===== src/rtl/morse_key_decoder.sv =====
// morse_key_decoder: receive side of the Morse letter path.
// Synchronises a debounced key and times each press and release. Each press is
// classified as a dot or a dash, and an inter-letter gap emits the letter as
// {size, pattern}, using the same encoding the transmit side loads.
// Optional feature macro: MORSE_ASCII_EN adds a registered ascii output from an A-Z lookup.
module morse_key_decoder #(
    parameter int unsigned TICK_DIV   = 25_000_000,
    parameter int unsigned DASH_UNITS = 2,
    parameter int unsigned GAP_UNITS  = 3
) (
    input  logic       clk,
    input  logic       reset,
    input  logic       key_in,
    output logic       valid,
    output logic [2:0] size,
    output logic [3:0] pattern,
    output logic       error
`ifdef MORSE_ASCII_EN
    ,
    output logic [7:0] ascii
`endif
);

    localparam int unsigned MAX_UNITS = (DASH_UNITS > GAP_UNITS) ? DASH_UNITS : GAP_UNITS;
    localparam int unsigned CYC_MAX   = TICK_DIV * MAX_UNITS;
    localparam int unsigned CW        = $clog2(CYC_MAX + 1);
    localparam logic [CW-1:0] CYC_SAT  = CW'(CYC_MAX);
    localparam logic [CW-1:0] DASH_LIM = CW'(DASH_UNITS * TICK_DIV);
    localparam logic [CW-1:0] GAP_LAST = CW'(GAP_UNITS * TICK_DIV - 1);
    localparam logic [CW-1:0] CYC_ONE  = CW'(1);

    typedef enum logic [1:0] {
        S_IDLE  = 2'd0,
        S_PRESS = 2'd1,
        S_GAP   = 2'd2,
        S_EMIT  = 2'd3
    } state_t;

    state_t          state_q, state_d;
    logic            sync1_q, key_s_q;
    logic [CW-1:0]   cyc_q, cyc_d;
    logic [2:0]      sym_cnt_q, sym_cnt_d;
    logic [3:0]      shift_q, shift_d;
    logic            ovf_q, ovf_d;
    logic            valid_q, valid_d;
    logic [2:0]      size_q, size_d;
    logic [3:0]      pattern_q, pattern_d;
    logic            error_q, error_d;
`ifdef MORSE_ASCII_EN
    logic [7:0]      ascii_q, ascii_d;
    logic [7:0]      lookup_s;

    // A-Z table on {size, pattern}; 8'h00 marks a pattern that is not a letter.
    function automatic logic [7:0] morse_to_ascii(input logic [2:0] sz, input logic [3:0] pat);
        logic [7:0] ch;
        case ({sz, pat})
            {3'd1, 4'b0000}: ch = 8'h45; // E
            {3'd1, 4'b0001}: ch = 8'h54; // T
            {3'd2, 4'b0010}: ch = 8'h41; // A
            {3'd2, 4'b0000}: ch = 8'h49; // I
            {3'd2, 4'b0011}: ch = 8'h4D; // M
            {3'd2, 4'b0001}: ch = 8'h4E; // N
            {3'd3, 4'b0001}: ch = 8'h44; // D
            {3'd3, 4'b0011}: ch = 8'h47; // G
            {3'd3, 4'b0101}: ch = 8'h4B; // K
            {3'd3, 4'b0111}: ch = 8'h4F; // O
            {3'd3, 4'b0010}: ch = 8'h52; // R
            {3'd3, 4'b0000}: ch = 8'h53; // S
            {3'd3, 4'b0100}: ch = 8'h55; // U
            {3'd3, 4'b0110}: ch = 8'h57; // W
            {3'd4, 4'b0001}: ch = 8'h42; // B
            {3'd4, 4'b0101}: ch = 8'h43; // C
            {3'd4, 4'b0100}: ch = 8'h46; // F
            {3'd4, 4'b0000}: ch = 8'h48; // H
            {3'd4, 4'b1110}: ch = 8'h4A; // J
            {3'd4, 4'b0010}: ch = 8'h4C; // L
            {3'd4, 4'b0110}: ch = 8'h50; // P
            {3'd4, 4'b1011}: ch = 8'h51; // Q
            {3'd4, 4'b1000}: ch = 8'h56; // V
            {3'd4, 4'b1001}: ch = 8'h58; // X
            {3'd4, 4'b1101}: ch = 8'h59; // Y
            {3'd4, 4'b0011}: ch = 8'h5A; // Z
            default:         ch = 8'h00;
        endcase
        return ch;
    endfunction

    assign lookup_s = morse_to_ascii(sym_cnt_q, shift_q);
    assign ascii    = ascii_q;
`endif

    assign valid   = valid_q;
    assign size    = size_q;
    assign pattern = pattern_q;
    assign error   = error_q;

    // Two-flop synchroniser for the asynchronous key input.
    always_ff @(posedge clk or posedge reset) begin
        if (reset) begin
            sync1_q <= 1'b0;
            key_s_q <= 1'b0;
        end else begin
            sync1_q <= key_in;
            key_s_q <= sync1_q;
        end
    end

    // Cycle counter. The cycle that decides a transition is cycle 0 of the new state,
    // so the first cycle spent in it reads 1 and cyc equals key_s samples since the edge.
    always_comb begin
        cyc_d = cyc_q;
        if (state_d != state_q) begin
            cyc_d = CYC_ONE;
        end else if (cyc_q == CYC_SAT) begin
            cyc_d = cyc_q;
        end else begin
            cyc_d = cyc_q + CYC_ONE;
        end
    end

    // Next-state, letter assembly and output-load logic.
    always_comb begin
        state_d   = state_q;
        sym_cnt_d = sym_cnt_q;
        shift_d   = shift_q;
        ovf_d     = ovf_q;
        valid_d   = 1'b0;
        size_d    = size_q;
        pattern_d = pattern_q;
        error_d   = error_q;
`ifdef MORSE_ASCII_EN
        ascii_d   = ascii_q;
`endif
        case (state_q)
            S_IDLE: begin
                sym_cnt_d = 3'd0;
                shift_d   = 4'd0;
                ovf_d     = 1'b0;
                if (key_s_q) begin
                    state_d = S_PRESS;
                end else begin
                    state_d = S_IDLE;
                end
            end
            S_PRESS: begin
                if (!key_s_q) begin
                    state_d = S_GAP;
                    if (sym_cnt_q < 3'd4) begin
                        shift_d[sym_cnt_q[1:0]] = (cyc_q >= DASH_LIM);
                        sym_cnt_d = sym_cnt_q + 3'd1;
                    end else begin
                        ovf_d = 1'b1;
                    end
                end else begin
                    state_d = S_PRESS;
                end
            end
            S_GAP: begin
                // A press on the last gap cycle still belongs to this letter.
                if (key_s_q) begin
                    state_d = S_PRESS;
                end else if (cyc_q >= GAP_LAST) begin
                    state_d = S_EMIT;
                    valid_d = 1'b1;
                    if (ovf_q) begin
                        error_d   = 1'b1;
                        size_d    = 3'd0;
                        pattern_d = 4'd0;
`ifdef MORSE_ASCII_EN
                        ascii_d   = 8'h3F;
`endif
                    end else begin
                        error_d   = 1'b0;
                        size_d    = sym_cnt_q;
                        pattern_d = shift_q;
`ifdef MORSE_ASCII_EN
                        if (lookup_s == 8'h00) begin
                            ascii_d = 8'h3F;
                            error_d = 1'b1;
                        end else begin
                            ascii_d = lookup_s;
                        end
`endif
                    end
                end else begin
                    state_d = S_GAP;
                end
            end
            S_EMIT: begin
                state_d = S_IDLE;
            end
            default: begin
                state_d = S_IDLE;
            end
        endcase
    end

    // State, counters and registered outputs.
    always_ff @(posedge clk or posedge reset) begin
        if (reset) begin
            state_q   <= S_IDLE;
            cyc_q     <= '0;
            sym_cnt_q <= 3'd0;
            shift_q   <= 4'd0;
            ovf_q     <= 1'b0;
            valid_q   <= 1'b0;
            size_q    <= 3'd0;
            pattern_q <= 4'd0;
            error_q   <= 1'b0;
`ifdef MORSE_ASCII_EN
            ascii_q   <= 8'h00;
`endif
        end else begin
            state_q   <= state_d;
            cyc_q     <= cyc_d;
            sym_cnt_q <= sym_cnt_d;
            shift_q   <= shift_d;
            ovf_q     <= ovf_d;
            valid_q   <= valid_d;
            size_q    <= size_d;
            pattern_q <= pattern_d;
            error_q   <= error_d;
`ifdef MORSE_ASCII_EN
            ascii_q   <= ascii_d;
`endif
        end
    end

endmodule

===== config.mk =====
export PLATFORM = sky130hd
export DESIGN_NAME = morse_key_decoder
export DESIGN_NICKNAME = d
export VERILOG_FILES = /design/src/rtl/morse_key_decoder.sv
export SDC_FILE = /design/constraint.sdc
export NUM_CORES = 1
export LEC_CHECK = 0
export ABC_AREA = 1
export CAP_MARGIN = 20
export CORE_ASPECT_RATIO = 0.9
export CORE_MARGIN = 2
export CORE_UTILIZATION = 40
export DETAILED_ROUTE_END_ITERATION = 10
export PLACE_DENSITY = 0.67
export SLEW_MARGIN = 20
export SYNTH_ARGS = -nofsm -noshare
export SYNTH_HDL_FRONTEND = slang
export SYNTH_SLANG_ARGS = --single-unit

===== constraint.sdc =====
create_clock -name clk -period 4.2 [get_ports clk]
set_clock_uncertainty 0.2 [all_clocks]
set_input_delay 0.63 -clock clk [delete_from_list [all_inputs] [get_ports clk]]
set_output_delay 0.63 -clock clk [all_outputs]
set_load 0.005 [all_outputs]

==> results of run 1 <==
path summary, 6_finish.rpt:
check | from | end | slack, ps | cells past startpoint
worst max-delay path | cyc_q[0] | size[2] | 2160 | 10
worst min-delay path | sync1_q | key_s_q | 160 | 0
worst max register to register | cyc_q[0] | size[2] | 2160 | 10
worst min register to register | sync1_q | key_s_q | 160 | 0
max in group asynchronous | reset | cyc_q[3] | 2750 | 2
min in group asynchronous | reset | shift_q[1] | 580 | 2
metal layers:
| metal | vias to the layer above | GRT usage (%) | wire length, um | part of all wire, % |
|---|---|---|---|---|
| met5 | - | 0 | 0 | 0 |
| met4 | 0 | 2.99 | 41 | 0.72 |
| met3 | 4 | 2.99 | 191 | 3.3 |
| met2 | 28 | 24.3 | 2450 | 43 |
| met1 | 1058 | 24.4 | 3040 | 53 |
| li1 | 1177 | - | - | - |
cell usage after synthesis:
cell	n	area (um2)
a21oi_1	2	10.0
and2_2	1	7.51
buf_6	3	33.8
clkbuf_2	1	5.00
clkinv_1	1	3.75
dfrtp_1	48	1200
ha_1	6	75.1
inv_1	48	180
inv_2	1	3.75
nand2_1	88	330
nand2_2	2	12.5
nand2_4	1	11.3
nand3_1	16	80.1
nand3b_1	2	15.0
nand4_1	13	81.3
nand4_2	1	12.5
nor2_1	78	293
nor2_2	3	18.8
nor2_4	1	11.3
nor3_1	7	35.0
nor4_1	1	6.26
o211ai_1	1	7.51
o21ai_0	9	45.0
o21ai_2	8	70.1
o22ai_1	1	6.26
o32ai_1	1	8.76
or2_1	1	6.26
or2_2	1	6.26
xnor2_1	1	8.76
xor2_1	24	210
stage by stage:
stage	utilization (%)	total power [mW]	worst slack (ps)
2_1_floorplan	-	0.566	2230
3_3_place_gp	44.8	0.579	2110
3_5_place_dp	44.8	0.583	2110
4_1_cts	46.4	0.916	2160
5_1_grt	46.5	0.957	1890
6_report	46.5	0.906	2160
sequential cells by signal, indices dropped and copies added, names as in the netlist:
| name | cells |
|---|---|
| cyc_q | 27 |
| error | 1 |
| key_s_q | 1 |
| ovf_q | 1 |
| pattern | 4 |
| shift_q | 4 |
| size | 3 |
| state_q | 2 |
| sym_cnt_q | 3 |
| sync1_q | 1 |
| valid | 1 |
worst max-delay path, cell delays in order (launching register included):
cell     delay [ps]
dfrtp_1         430
ha_1            220
nand2_1         110
nor2_4          160
nand2_1          70
nor2_1          100
nand2_1          80
nand3_1         100
nand2_2         230
nand2_1         160
o21ai_2          60
kinds of logic (layout without fill, tap and decap cells):
family          after synthesis  count (layout)  share of synthesized area, %
flops                        48              48                          43.0
buf+inv                      54              69                          8.10
xor+xnor                     25              25                          7.83
fa+ha+maj                     6               6                          2.68
simple gates                216             216                          33.2
compound gates               22              22                          5.28
final cells by class:
cell class              count  share of cell area (%)
clock buffers               5                    2.22
clock inverters             3                    1.38
inverters                  50                    6.11
multi-input cells         269                    44.3
flip-flops and latches     48                    38.8
well taps                  90                    3.64
repair buffers             11                    3.56
power by group:
| part | switching [mW] | total [mW] | internal (mW) | leakage, nW |
|---|---|---|---|---|
| clock network | 0.157 | 0.333 | 0.176 | 0.0541 |
| logic | 0.0582 | 0.0840 | 0.0258 | 0.634 |
| registers | 0.0151 | 0.489 | 0.474 | 0.659 |
| total | 0.231 | 0.906 | 0.676 | 1.35 |
==> results.ini, run 1 <==
[logic_synthesis]
syn_area_per_cell_um2 = 7.54
ys_ff_latch = 48
synth_area_um2 = 2800
synth.yosys.seq_area_share_pct = 43.0
synth.distinct_cells = 30
syn-num-nets = 380
ys_warn_count = 0
synthCells = 371

[cts]
postCtsResizedCells = 0
clk_path_buf_depth = 2
cts-buffers-inserted = 5
cts_sinks = 48
path_clk_slew_ps = 90
cts-root-buf = clkbuf_8
cts_hold_buffers = 0
clk-insertion-delay-late_ps = 300
postCtsSetupBuffers = 0
htreeDepth = 2
cts_tree = done

[drt]
wirelength_um = 5720
drt-wirelength-per-cell_um = 12.0
via_count = 2267
ant_nets = 0
avgViaCountPerCell = 4.76
dr.pass1.iters = 4
drc_errors = 0
drt_iter0_markers = 111

[global_route]
grt_use_total_pct = 16.1
grt-ovfl-total = 0
grt_pass1_vias = 2213
grt_max_degree = 49
grt_pass1_wl_um = 10100
antenna_found_initial = 0

[sta]
drv_slew = 0
tightest_slew_ps = 799
post-route-min-period_ps = 2040
maxClockFrequency_mhz = 491
max_slew_margin_pct = 46.7
rsz0062_at_grt = false
whs_ps = 156
finalHoldViolations = 0
setup_violations = 0
fin_setup_tns_ps = 0
timing.final.crit_share_pct = 48.5

[die]
dieArea_um2 = 7680
die_h_um = 83.3
initial_core_util_pct = 42.0
chipWidth_um = 92.1
ioPinCount = 12
rows = 28
core_um2 = 6660

[pwr]
peakVddDrop_uv = 150
pwr_density_cell_nw_per_um2 = 293
leakagePower_nw = 1.35

[layout]
final_common_cell = nand2_1
antenna_cells = 0
nFillCells = 680
multiInputGateArea_um2 = 1370
layout.nets = 394
final_area_um2 = 3090
instances_no_fill = 476
layout_common_cells = nand2_1, nor2_1, dfrtp_1
seqCellArea_um2 = 1200
area_delta_synth_final_pct = 10.6
final_layout_size_suffix_gt1_share_pct = 7.25

[worst_setup_path]
required_ps = 4180
crit_path_end_kind = register
worstPathArrival_ps = 2020
crit_type = reg -> reg
critical_path.max_fanout = 17
startpoint_type = register

[place]
place_hpwl_um = 4260
post_dp_cell_area_um2 = 2980
gp_congestion = 0.934
dp.cells = 468
portBuffers = 11

[run_status]
status = completed

[hold_path]
min_path_type = reg -> reg

[job]
drv_cap = 0

Power figures use the tool's default switching activity.
==> inputs of run 2 (changes only) <==
- clock period: 4.2 -> 1.9 ns (I/O delays scaled with it)
==> run 2 against run 1 <==
Critical path type unchanged. Worst hold slack got worse by 23 ps. Register-to-register slack worse by 2100 ps. Via count is 5.3% higher. Routed wire length is 6.8% higher. Highest routed layer unchanged.
==> results.ini, run 2 (same netlist as run 1, synthesis figures left out) <==
[die]
die_h_um = 83.3  ; unchanged
initial_core_util_pct = 42.0  ; unchanged
ioPinCount = 12  ; unchanged
rows = 28  ; unchanged
core_um2 = 6660  ; unchanged
chipWidth_um = 92.1  ; unchanged
dieArea_um2 = 7680  ; unchanged

[sta]
tightest_slew_ps = 389  ; -410 ps
rsz0062_at_grt = true
fin_ws_ps = 41.0  ; -2120 ps
fin_setup_tns_ps = 0  ; unchanged
setup_violations = 0  ; unchanged
finalHoldViolations = 0  ; unchanged
maxClockFrequency_mhz = 538  ; +9.5%
post-route-min-period_ps = 1860  ; -177 ps
max_slew_margin_pct = 73.8  ; +27 points
drv_slew = 0  ; unchanged
whs_ps = 133  ; -23.1 ps
timing.final.crit_share_pct = 97.8  ; +49 points

[layout]
layout.nets = 418  ; +6.1%
final_area_um2 = 3390  ; +9.6%
final_core_util_pct = 50.9  ; +4.5 points
area_delta_synth_final_pct = 21.2
antenna_cells = 0  ; unchanged
layout_common_cells = nand2_1, nor2_1, dfrtp_1
largest_register_ffs = 27  ; unchanged
final_layout_size_suffix_gt1_share_pct = 15.1  ; +7.9 points
final_common_cell = nand2_1
regMostFlops = cyc_q
instances_no_fill = 500  ; +5.0%
nFillCells = 629  ; -7.5%

[worst_setup_path]
required_ps = 1890  ; -2290 ps
crit_path_end_kind = register
crit_type = reg -> reg
critical_path.max_fanout = 14  ; -3
worstPathArrival_ps = 1840  ; -180 ps
startpoint_type = register

[drt]
wl_met3_um = 331  ; +73%
drt_iter0_markers = 146  ; +32%
avgViaCountPerCell = 4.77  ; +0.24%
dr.pass1.iters = 5  ; +1
drt-wirelength-per-cell_um = 12.2  ; +1.7%
wl_met1_um = 3200  ; +5.3%
via_count = 2387  ; +5.3%
maxUsedRoutingLayer = met4
drc_errors = 0  ; unchanged
ant_nets = 0  ; unchanged
wirelength_um = 6110  ; +6.8%
wl_met2_um = 2550  ; +4.1%

[pwr]
report.power.total_mw = 2.37  ; +160%
pwr_density_cell_nw_per_um2 = 698  ; +140%
leakagePower_nw = 1.52  ; +13%
peakVddDrop_uv = 683  ; +350%

[cts]
cts-buffers-inserted = 5  ; unchanged
cts_tree = done
cts-root-buf = clkbuf_8
clk-insertion-delay-late_ps = 300  ; about the same
path_clk_slew_ps = 90  ; about the same
clk_path_buf_depth = 2  ; unchanged
htreeDepth = 2  ; unchanged
cts_sinks = 48  ; unchanged

[place]
gp_congestion = 0.930  ; -0.43%
place_hpwl_um = 4610  ; +8.3%
dp.cells = 488  ; +4.3%
dp_slack_ps = -17.7  ; -2130 ps
post_dp_cell_area_um2 = 3170  ; +6.3%
portBuffers = 11  ; unchanged

[run_status]
status = completed

[global_route]
antenna_found_initial = 0  ; unchanged
grt-ovfl-total = 0  ; unchanged
grt_pass1_vias = 2276  ; +2.8%
grt_pass1_wl_um = 10600  ; +5.2%
grt_max_degree = 49  ; unchanged
grt_use_total_pct = 17.0  ; +0.83 points

[hold_path]
min_path_type = in -> async

[job]
drv_cap = 0  ; unchanged

-- run 2: cell types whose count changed in the layout (fill, tap and decap cells not counted), sizes merged --
cell / change
clkinv: -2
clkinvlp: -1
buf: +24
bufinv: +2
inv: +1
-- run 2: layout make-up --
class	instances	area, um2	area share, %
clock buffer	5	68.8	2.03
clock inverter	3	90.1	2.66
inverter	50	188	5.54
multi-input combinational	269	1400	41.3
sequential	48	1200	35.5
tap	90	113	3.32
timing repair buffer	35	328	9.67
-- run 2: metal layers --
layer	up-vias	GRT usage (%)
met5	-	0
li1	1236	-
met3	2	3.72
met4	0	2.99
met1	1083	26.0
met2	66	24.9
-- run 2: final timing paths --
check,from,end,slack (ps),depth (start not counted)
min in group clk,sync1_q,key_s_q,150,0
worst max register to register,cyc_q[0],cyc_q[4],40,11
worst min register to register,sync1_q,key_s_q,150,0
max in group asynchronous,reset,state_q[0],1140,3
worst max-delay path,cyc_q[0],cyc_q[4],40,11
worst min-delay path,reset,cyc_q[21],130,3
-- run 2: worst max-delay path: stages, from the launching register on --
cell     delay, ps
dfrtp_1        370
ha_2           190
nand2_2         70
nor2_4         140
nand2_2         70
nor2_2         120
nand2_1         80
nand4_1        140
nand2_2         90
nand2_4         90
buf_12         140
nor2_1          40
-- run 2: power breakdown --
part / switching, mW / leakage (nW) / internal, mW
Combinational: 0.157 / 0.784 / 0.119
Clock: 0.354 / 0.0784 / 0.658
Sequential: 0.0303 / 0.657 / 1.05
Total: 0.541 / 1.52 / 1.82
-- run 2: what timing repair did --
item / in CTS / in global routing
setup endpoints to repair: 14 / 37
pin swaps: 2 / 4
hold buffers: 0 / 0
gates resized for setup: 2 / 9
buffers inserted: 2 / 2
gates cloned: 0 / 0
